===== src/rtl/multiplier_ieee_754_apb_master_pkg.sv =====
// Shared definitions for the APB initiator of the IEEE-754 multiplier wrapper.
package multiplier_ieee_754_apb_master_pkg;

   localparam int DEFAULT_SIZE = 32;

   typedef enum logic [2:0] {
      ST_IDLE    = 3'd0,
      ST_SETUP1  = 3'd1,
      ST_ACCESS1 = 3'd2,
      ST_SETUP2  = 3'd3,
      ST_ACCESS2 = 3'd4,
      ST_DONE    = 3'd5
   } state_t;

endpackage


===== src/rtl/multiplier_ieee_754_apb_master_apb_timeout_counter.sv =====
// Wait-cycle counter for the second APB access; flags the terminal count.
module apb_timeout_counter #(
   parameter int TIMEOUT = 255
) (
   input  logic clk,
   input  logic rst_n,
   input  logic enable,
   input  logic clear,
   output logic terminal
);

   localparam int CW = $clog2(TIMEOUT + 1);
   localparam logic [CW-1:0] TERM = CW'(TIMEOUT);

   logic [CW-1:0] count;

   // Count enabled cycles; clear has priority so every transfer starts from zero.
   always_ff @(posedge clk or negedge rst_n) begin
      if (!rst_n) begin
         count <= '0;
      end else if (clear) begin
         count <= '0;
      end else if (enable) begin
         count <= count + CW'(1);
      end
   end

   assign terminal = (count == TERM);

endmodule


===== src/rtl/multiplier_ieee_754_apb_master.sv =====
// Host valid/ready to APB bridge: writes op1 then op2, returns prdata as the product.
module multiplier_ieee_754_apb_master
   import multiplier_ieee_754_apb_master_pkg::*;
#(
   parameter int              SIZE    = DEFAULT_SIZE,
   parameter logic [SIZE-1:0] ADDR    = '0,
   parameter int              TIMEOUT = 255
) (
   input  logic            pclk,
   input  logic            presetn,
   input  logic [SIZE-1:0] op1,
   input  logic [SIZE-1:0] op2,
   input  logic            in_valid,
   output logic            in_ready,
   output logic [SIZE-1:0] res,
   output logic            err,
   output logic            res_valid,
   input  logic            res_ready,
   output logic [SIZE-1:0] paddr,
   output logic            psel,
   output logic            penable,
   output logic            pwrite,
   output logic [SIZE-1:0] pwdata,
   input  logic            pready,
   input  logic [SIZE-1:0] prdata
);

   state_t          state;
   state_t          next_state;
   logic [SIZE-1:0] op1_q;
   logic [SIZE-1:0] op2_q;
   logic [SIZE-1:0] pwdata_next;
   logic            sel_next;
   logic            cnt_enable;
   logic            timed_out;

   // The counter runs through SETUP2 so it already reads 1 on the first ACCESS2 cycle.
   assign cnt_enable = (state == ST_SETUP2) || (state == ST_ACCESS2);

   apb_timeout_counter #(
      .TIMEOUT (TIMEOUT)
   ) u_timeout (
      .clk      (pclk),
      .rst_n    (presetn),
      .enable   (cnt_enable),
      .clear    (!cnt_enable),
      .terminal (timed_out)
   );

   // State register.
   always_ff @(posedge pclk or negedge presetn) begin
      if (!presetn) begin
         state <= ST_IDLE;
      end else begin
         state <= next_state;
      end
   end

   // Next-state decode plus the bus values the next state will present.
   always_comb begin
      next_state  = state;
      pwdata_next = '0;
      case (state)
         ST_IDLE:    if (in_valid) next_state = ST_SETUP1;
         ST_SETUP1:  next_state = ST_ACCESS1;
         ST_ACCESS1: next_state = ST_SETUP2;
         ST_SETUP2:  next_state = ST_ACCESS2;
         ST_ACCESS2: if (pready || timed_out) next_state = ST_DONE;
         ST_DONE:    if (res_ready) next_state = ST_IDLE;
         default:    next_state = ST_IDLE;
      endcase
      case (next_state)
         ST_SETUP1:  pwdata_next = op1;   // only reachable from IDLE, operands arrive this edge
         ST_ACCESS1: pwdata_next = op1_q;
         ST_SETUP2,
         ST_ACCESS2: pwdata_next = op2_q;
         default:    pwdata_next = '0;
      endcase
      sel_next = (next_state == ST_SETUP1) || (next_state == ST_ACCESS1) ||
                 (next_state == ST_SETUP2) || (next_state == ST_ACCESS2);
   end

   // Operand capture on accept.
   always_ff @(posedge pclk or negedge presetn) begin
      if (!presetn) begin
         op1_q <= '0;
         op2_q <= '0;
      end else if (state == ST_IDLE && in_valid) begin
         op1_q <= op1;
         op2_q <= op2;
      end
   end

   // Registered Moore outputs, decoded from the state being entered.
   always_ff @(posedge pclk or negedge presetn) begin
      if (!presetn) begin
         in_ready  <= 1'b0;
         psel      <= 1'b0;
         penable   <= 1'b0;
         pwrite    <= 1'b0;
         paddr     <= '0;
         pwdata    <= '0;
         res_valid <= 1'b0;
      end else begin
         in_ready  <= (next_state == ST_IDLE);
         psel      <= sel_next;
         pwrite    <= sel_next;
         penable   <= (next_state == ST_ACCESS1) || (next_state == ST_ACCESS2);
         paddr     <= sel_next ? ADDR : '0;
         pwdata    <= pwdata_next;
         res_valid <= (next_state == ST_DONE);
      end
   end

   // Result capture; pready wins over a coincident timeout.
   always_ff @(posedge pclk or negedge presetn) begin
      if (!presetn) begin
         res <= '0;
         err <= 1'b0;
      end else if (state == ST_ACCESS2) begin
         if (pready) begin
            res <= prdata;
            err <= 1'b0;
         end else if (timed_out) begin
            res <= '0;
            err <= 1'b1;
         end
      end
   end

endmodule

===== config.mk =====
export PLATFORM = sky130hd
export DESIGN_NAME = multiplier_ieee_754_apb_master
export DESIGN_NICKNAME = d
export VERILOG_FILES = /design/src/rtl/multiplier_ieee_754_apb_master_pkg.sv /design/src/rtl/multiplier_ieee_754_apb_master_apb_timeout_counter.sv /design/src/rtl/multiplier_ieee_754_apb_master.sv
export SDC_FILE = /design/constraint.sdc
export NUM_CORES = 1
export LEC_CHECK = 0
export ABC_AREA = 1
export CORE_UTILIZATION = 46
export DETAILED_ROUTE_END_ITERATION = 16
export PLACE_DENSITY = 0.8
export SYNTH_ARGS = -nofsm -noshare
export SYNTH_HDL_FRONTEND = slang
export SYNTH_SLANG_ARGS = --single-unit

===== constraint.sdc =====
create_clock -name pclk -period 1.7 [get_ports pclk]
set_input_delay 0.17 -clock pclk [delete_from_list [all_inputs] [get_ports pclk]]
set_output_delay 0.17 -clock pclk [all_outputs]
set_load 0.01 [all_outputs]

==> metrics.cfg, run 1 <==
[cells_and_area]
ff_latch_area_mm2 = 0.00360
design_area_mm2 = 0.00850
syn_to_final_growth_pct = 40.1
antenna_cells = 0
final_cells = 1049
multi_input_area_mm2 = 0.00188
drive_above_1_share_pct = 6.61
fin_util_pct = 66.8
final_cell_mix = 273 x nand2_1, 169 x clkdlybuf4s50_1, 144 x dfrtp_1, 73 x inv_1, 65 x o21ai_0
final_nets = 966
fill_cells = 1023
layout_commonest_cell = nand2_1

[synthesis]
yosysUniqueCellTypes = 23
netlist_area_mm2 = 0.00606
syn_area_per_cell_um2 = 8.75
synth_top_cells_by_area = dfrtp_1 59%, nand2_1 17%, o21ai_0 5.4%
yosysTopAreaCellShare_pct = 59.4
synthXorXnorAreaFrac_pct = 0
synthMuxAreaShare_pct = 0
ys_warn_count = 0
synth_seq_cells = 144
synth_compound_area_share_pct = 6.31
yosysSeqAreaShare_pct = 59.4
post-synth-top-area-cell = dfrtp_1
synth_top_family_by_area = simple AND/OR/NAND/NOR gates
synth_cells = 693
synth_fa_ha_area_share_pct = 0.206
yosys.area_share.simple_pct = 22.4

[pwr]
p_comb_share_pct = 37.0
seqPwrFrac_pct = 38.0
p_leak_uw = 0.00420
ir_worst_vdd_v = 0.000799
clock_power_share_pct = 25.1
power.internal_uw = 9860
power_density_mw_per_mm2 = 1750
switching_share_pct = 33.7
p_switching_uw = 5010

[critical_path]
crit_arrival_ns = 1.88
critPathLaunchType = register
critPathCaptureType = register
critical_path_class = register to register
critPathRequiredTime_ns = 2.03
worstPathMaxFanout = 48

[grt]
grt_max_degree = 54
grt_first_pass_wirelength_um = 22100
grt_pass1_vias = 4653
grt_overflow = 0
antenna_found_initial = 0
grt_usage_pct = 21.4

[drt]
drt_iter0_markers = 264
drc_errors = 0
wl_per_cell_um = 13.4
ant_nets = 0
vias = 4909
routed_via_density = 4.68
drt_first_pass_iters = 4
drt_wl_total_um = 14000

[sta]
drv_slew = 0
timing.fmax_mhz = 647
finalClockSkew_ns = 0.00507
tns_ns = 0
hold_violations = 0
min_period_over_period_pct = 91.0
hold-worst-slack_ns = 0.241
setup-violations-final = 0
rsz0062_at_grt = no
period_needed_ns = 1.55

[placement]
dpl.hpwl_um = 9760
placed_cell_area_mm2 = 0.00789
dp_cells = 1016
place_congestion = 0.758
port_buffers = 170

[clock_tree]
clock_sinks = 144
clockRootBuffer = clkbuf_16
cts_tree = built
clk_pin_slew_ns = 0.06
h-tree-depth = 4
cts_buffer_depth = 2
insertion_delay_ns = 0.41
post_cts_buffers = 0
numCtsBuffers = 17

[floorplan]
coreArea_mm2 = 0.0127
core.rowCount = 41
die-area_mm2 = 0.0136
die_h_um = 117
pin_count = 203
die_width_um = 117
initial_utilization_pct = 47.7

[run]
maxCapViolations = 0

[worst_hold_path]
min_path_type = primary input to async pin

[run_status]
status = finished, final reports clean

## metrics by stage
step / setup WS (ns) / total power [uW]
5_1_grt: 0.0510 / 15900
3_5_place_dp: 0.155 / 11200
4_1_cts: 0.151 / 15000
3_3_place_gp: 0.227 / 11000
2_1_floorplan: 0.351 / 8600
6_report: 0.154 / 14900
## kinds of logic after synthesis
| group | Yosys count |
|---|---|
| other | 1 |
| flip-flops | 144 |
| adder cells (fa/ha/maj) | 1 |
| buffers and inverters | 142 |
| AND/OR/NAND/NOR | 329 |
| AO/OA/AOI/OAI | 76 |
## final cells by class
| cell class | count | share of cell area (%) |
|---|---|---|
| clock inverter | 13 | 1.94 |
| multi-input combinational | 438 | 22.1 |
| sequential | 144 | 42.4 |
| tap | 172 | 2.53 |
| inverter | 77 | 3.40 |
| timing repair buffer | 186 | 22.5 |
| clock buffer | 19 | 5.10 |
## worst max-delay path: stages, from the launching register on
cell     delay [ns]
dfrtp_1        0.39
ha_1           0.22
nand2_1        0.08
nor2_2         0.06
nand2_1        0.07
nand2_1        0.06
nand2_2        0.11
buf_12         0.24
nand2_1        0.12
nor3_2         0.11
## path summary, 6_finish.rpt
check	startpoint	end	slack, ns	depth (start not counted)
min	presetn	res[4]	0.24	2
max	u_timeout.count[0]	in_ready	0.15	9
min reg2reg	u_timeout.count[0]	u_timeout.count[0]	0.46	1
max in group asynchronous	presetn	op2_q[23]	0.85	3
min in group pclk	op2[4]	op2_q[4]	0.29	3
max reg2reg	u_timeout.count[0]	in_ready	0.15	9
## layer usage
metal	share of wire (%)	track usage [%]	vias up
li1	-	-	2437
met1	42	26.1	2288
met2	49	36.5	169
met3	7.8	5.77	15
met4	1.1	8.27	0
met5	0	0	-
## what timing repair did
action                    in CTS  in global routing
hold buffers                   1                  0
gates resized for setup        0                  0
hold endpoints to repair      37                  0
## sequential cells by signal, indices dropped and copies added (netlist names)
name,count
err,1
pwrite,1
op1_q,32
penable,1
res,32
res_valid,1
state,3
op2_q,32
u_timeout.count,8
pwdata,32
in_ready,1
## Yosys cell counts (all sizes together)
cell type / number
a21oi: 6
buf: 56
nand2: 275
inv: 77
nand3: 7
dfrtp: 144
and2: 1
clkbuf: 9
o21ai: 69
nand4: 34
ha: 1
o21a: 1
nor3: 1
nor2: 11
conb: 1
## power groups by stage
| stage | combinational (uW) | sequential, uW | clock [uW] |
|---|---|---|---|
| detailed placement | 5510 | 5690 | 0 |
| floorplan | 2680 | 5920 | 0 |
| CTS | 5550 | 5650 | 3780 |
| global placement | 5320 | 5650 | 0 |
| global route | 6180 | 5810 | 3950 |
| finish | 5490 | 5650 | 3730 |
Note: power is estimated with default switching activity, not from simulation.
==> inputs of run 2 (changes only) <==
Settings changed: GPL_TIMING_DRIVEN set to 1.
Clock period 1.7 ns to 1.9 ns, I/O delays scaled along.
==> metrics.cfg, run 2 (synthesized netlist as in run 1, its figures left out) <==
[run_status]
status = finished, final reports clean

[sta]
finalClockSkew_ns = 0.00819
drv_slew = 0
period_needed_ns = 1.68
hold_violations = 0
rsz0062_at_grt = no
setup-violations-final = 0
timing.fmax_mhz = 595
min_period_over_period_pct = 88.5
tns_ns = 0

[grt]
grt_usage_pct = 22.3
grt_first_pass_wirelength_um = 22800
grt_overflow = 0
grt_max_degree = 56
grt_pass1_vias = 4738
antenna_found_initial = 0

[worst_hold_path]
min_path_type = primary input to async pin

[drt]
ant_nets = 0
drt_iter0_markers = 321
drc_errors = 0
routed_via_density = 4.66
vias = 4898
drt_first_pass_iters = 4
drt_wl_total_um = 14300
wl_per_cell_um = 13.6

[critical_path]
worstPathMaxFanout = 23
worstPathCellList = ha_1 > nand2_1 > nor2_2 > nand2_1 > nand2_1 > nand2_2 > buf_4 > nand2_1 > nand2_1
critPathRequiredTime_ns = 2.20
crit_arrival_ns = 1.98
max_stage_delay_ns = 0.38
critical_path_class = register to register
cp_slowest_cell = dfrtp_1
critPathCaptureType = register
path_common_cell = nand2_1
critPathLaunchType = register

[clock_tree]
cts_buffer_depth = 2
h-tree-depth = 4
cts_tree = built
numCtsBuffers = 17
insertion_delay_ns = 0.42
post_cts_buffers = 0
clk_pin_slew_ns = 0.06
clock_sinks = 144
clockRootBuffer = clkbuf_16
cts_resized = 0

[pwr]
seqPwrFrac_pct = 36.5
p_leak_uw = 0.00428
ir_worst_vdd_v = 0.000866
power.internal_uw = 9410
p_switching_uw = 4470
switching_share_pct = 32.2
p_comb_share_pct = 35.3
clock_power_share_pct = 28.2
power_density_mw_per_mm2 = 1620

[floorplan]
die_width_um = 117
initial_utilization_pct = 47.7
coreArea_mm2 = 0.0127
core.rowCount = 41
pin_count = 203
die_h_um = 117
die-area_mm2 = 0.0136

[cells_and_area]
fin_util_pct = 67.5
syn_to_final_growth_pct = 41.7
fill_cells = 1068
final_nets = 968
drive_above_1_share_pct = 6.83
layout_commonest_cell = nand2_1
final_cell_mix = 273 x nand2_1, 169 x clkdlybuf4s50_1, 144 x dfrtp_1, 73 x inv_1, 65 x o21ai_0
antenna_cells = 0

[placement]
dpl.hpwl_um = 9670
place_congestion = 0.768
port_buffers = 170

[run]
maxCapViolations = 0

-- run 2: changes by cell type in the layout (fill, tap and decap cells not counted), sizes merged --
cell / change
clkinvlp: -6
clkbuf: +2
bufinv: +4
buf: +2
-- run 2: area by class of cell --
type / instances / area (um^2) / area share (%)
clock buffers: 21 / 460 / 5.36
flip-flops and latches: 144 / 3600 / 41.9
inverters: 77 / 289 / 3.36
multi-input cells: 438 / 1880 / 21.8
well taps: 172 / 215 / 2.50
clock inverters: 11 / 233 / 2.71
repair buffers: 188 / 1920 / 22.3
-- run 2: per-stage QoR --
step                cell area (um^2)  total power [uW]  hold slack, ns  cells  worst slack, ns
finish                          8590             13900           0.282   1051            0.219
global route                    8590             14800           0.305   1051           0.0720
CTS                             8590             14000           0.288   1051            0.215
detailed placement              7890             10000           0.158   1018            0.257
global placement                7890              9810           0.157   1018            0.319
floorplan                       6180              7690          -0.106    724            0.551
-- run 2: what timing repair did --
item,4_1_cts,5_1_grt
endpoints found under the hold margin,42,0
setup endpoints to repair,0,0
hold buffers,1,0
-- run 2: power groups by stage --
stage | registers [uW] | logic (uW) | clock network, uW
finish | 5070 | 4900 | 3920
global placement | 5070 | 4740 | 0
floorplan | 5300 | 2390 | 0
global route | 5200 | 5520 | 4100
CTS | 5070 | 4950 | 3960
detailed placement | 5090 | 4910 | 0
-- run 2: routing by layer --
metal | share of wire [%] | GRT usage [%] | vias to the layer above
met5 | 0 | 0 | -
met4 | 1.5 | 8.78 | 0
met3 | 7.5 | 6.80 | 22
met2 | 49 | 37.7 | 169
met1 | 41 | 26.8 | 2276
li1 | - | - | 2431
-- run 2: path summary, 6_finish.rpt --
check | depth (start not counted) | slack [ns] | end | start
setup / recovery | 9 | 0.22 | res[15] | u_timeout.count[0]
hold / removal | 2 | 0.28 | u_timeout.count[4] | presetn
setup reg to reg | 9 | 0.22 | res[15] | u_timeout.count[0]
hold reg to reg | 2 | 0.47 | res[30] | res[30]
max in group asynchronous | 3 | 1.03 | pwdata[13] | presetn
min in group pclk | 3 | 0.31 | op2_q[6] | op2[6]
-- run 2: critical path, delay by kind of cell (launching register included) --
kind	cells	cell delay (ns)
AND/OR/NAND/NOR	7	0.70
adder cells (fa/ha/maj)	1	0.20
flip-flops	1	0.38
buffers and inverters	1	0.28
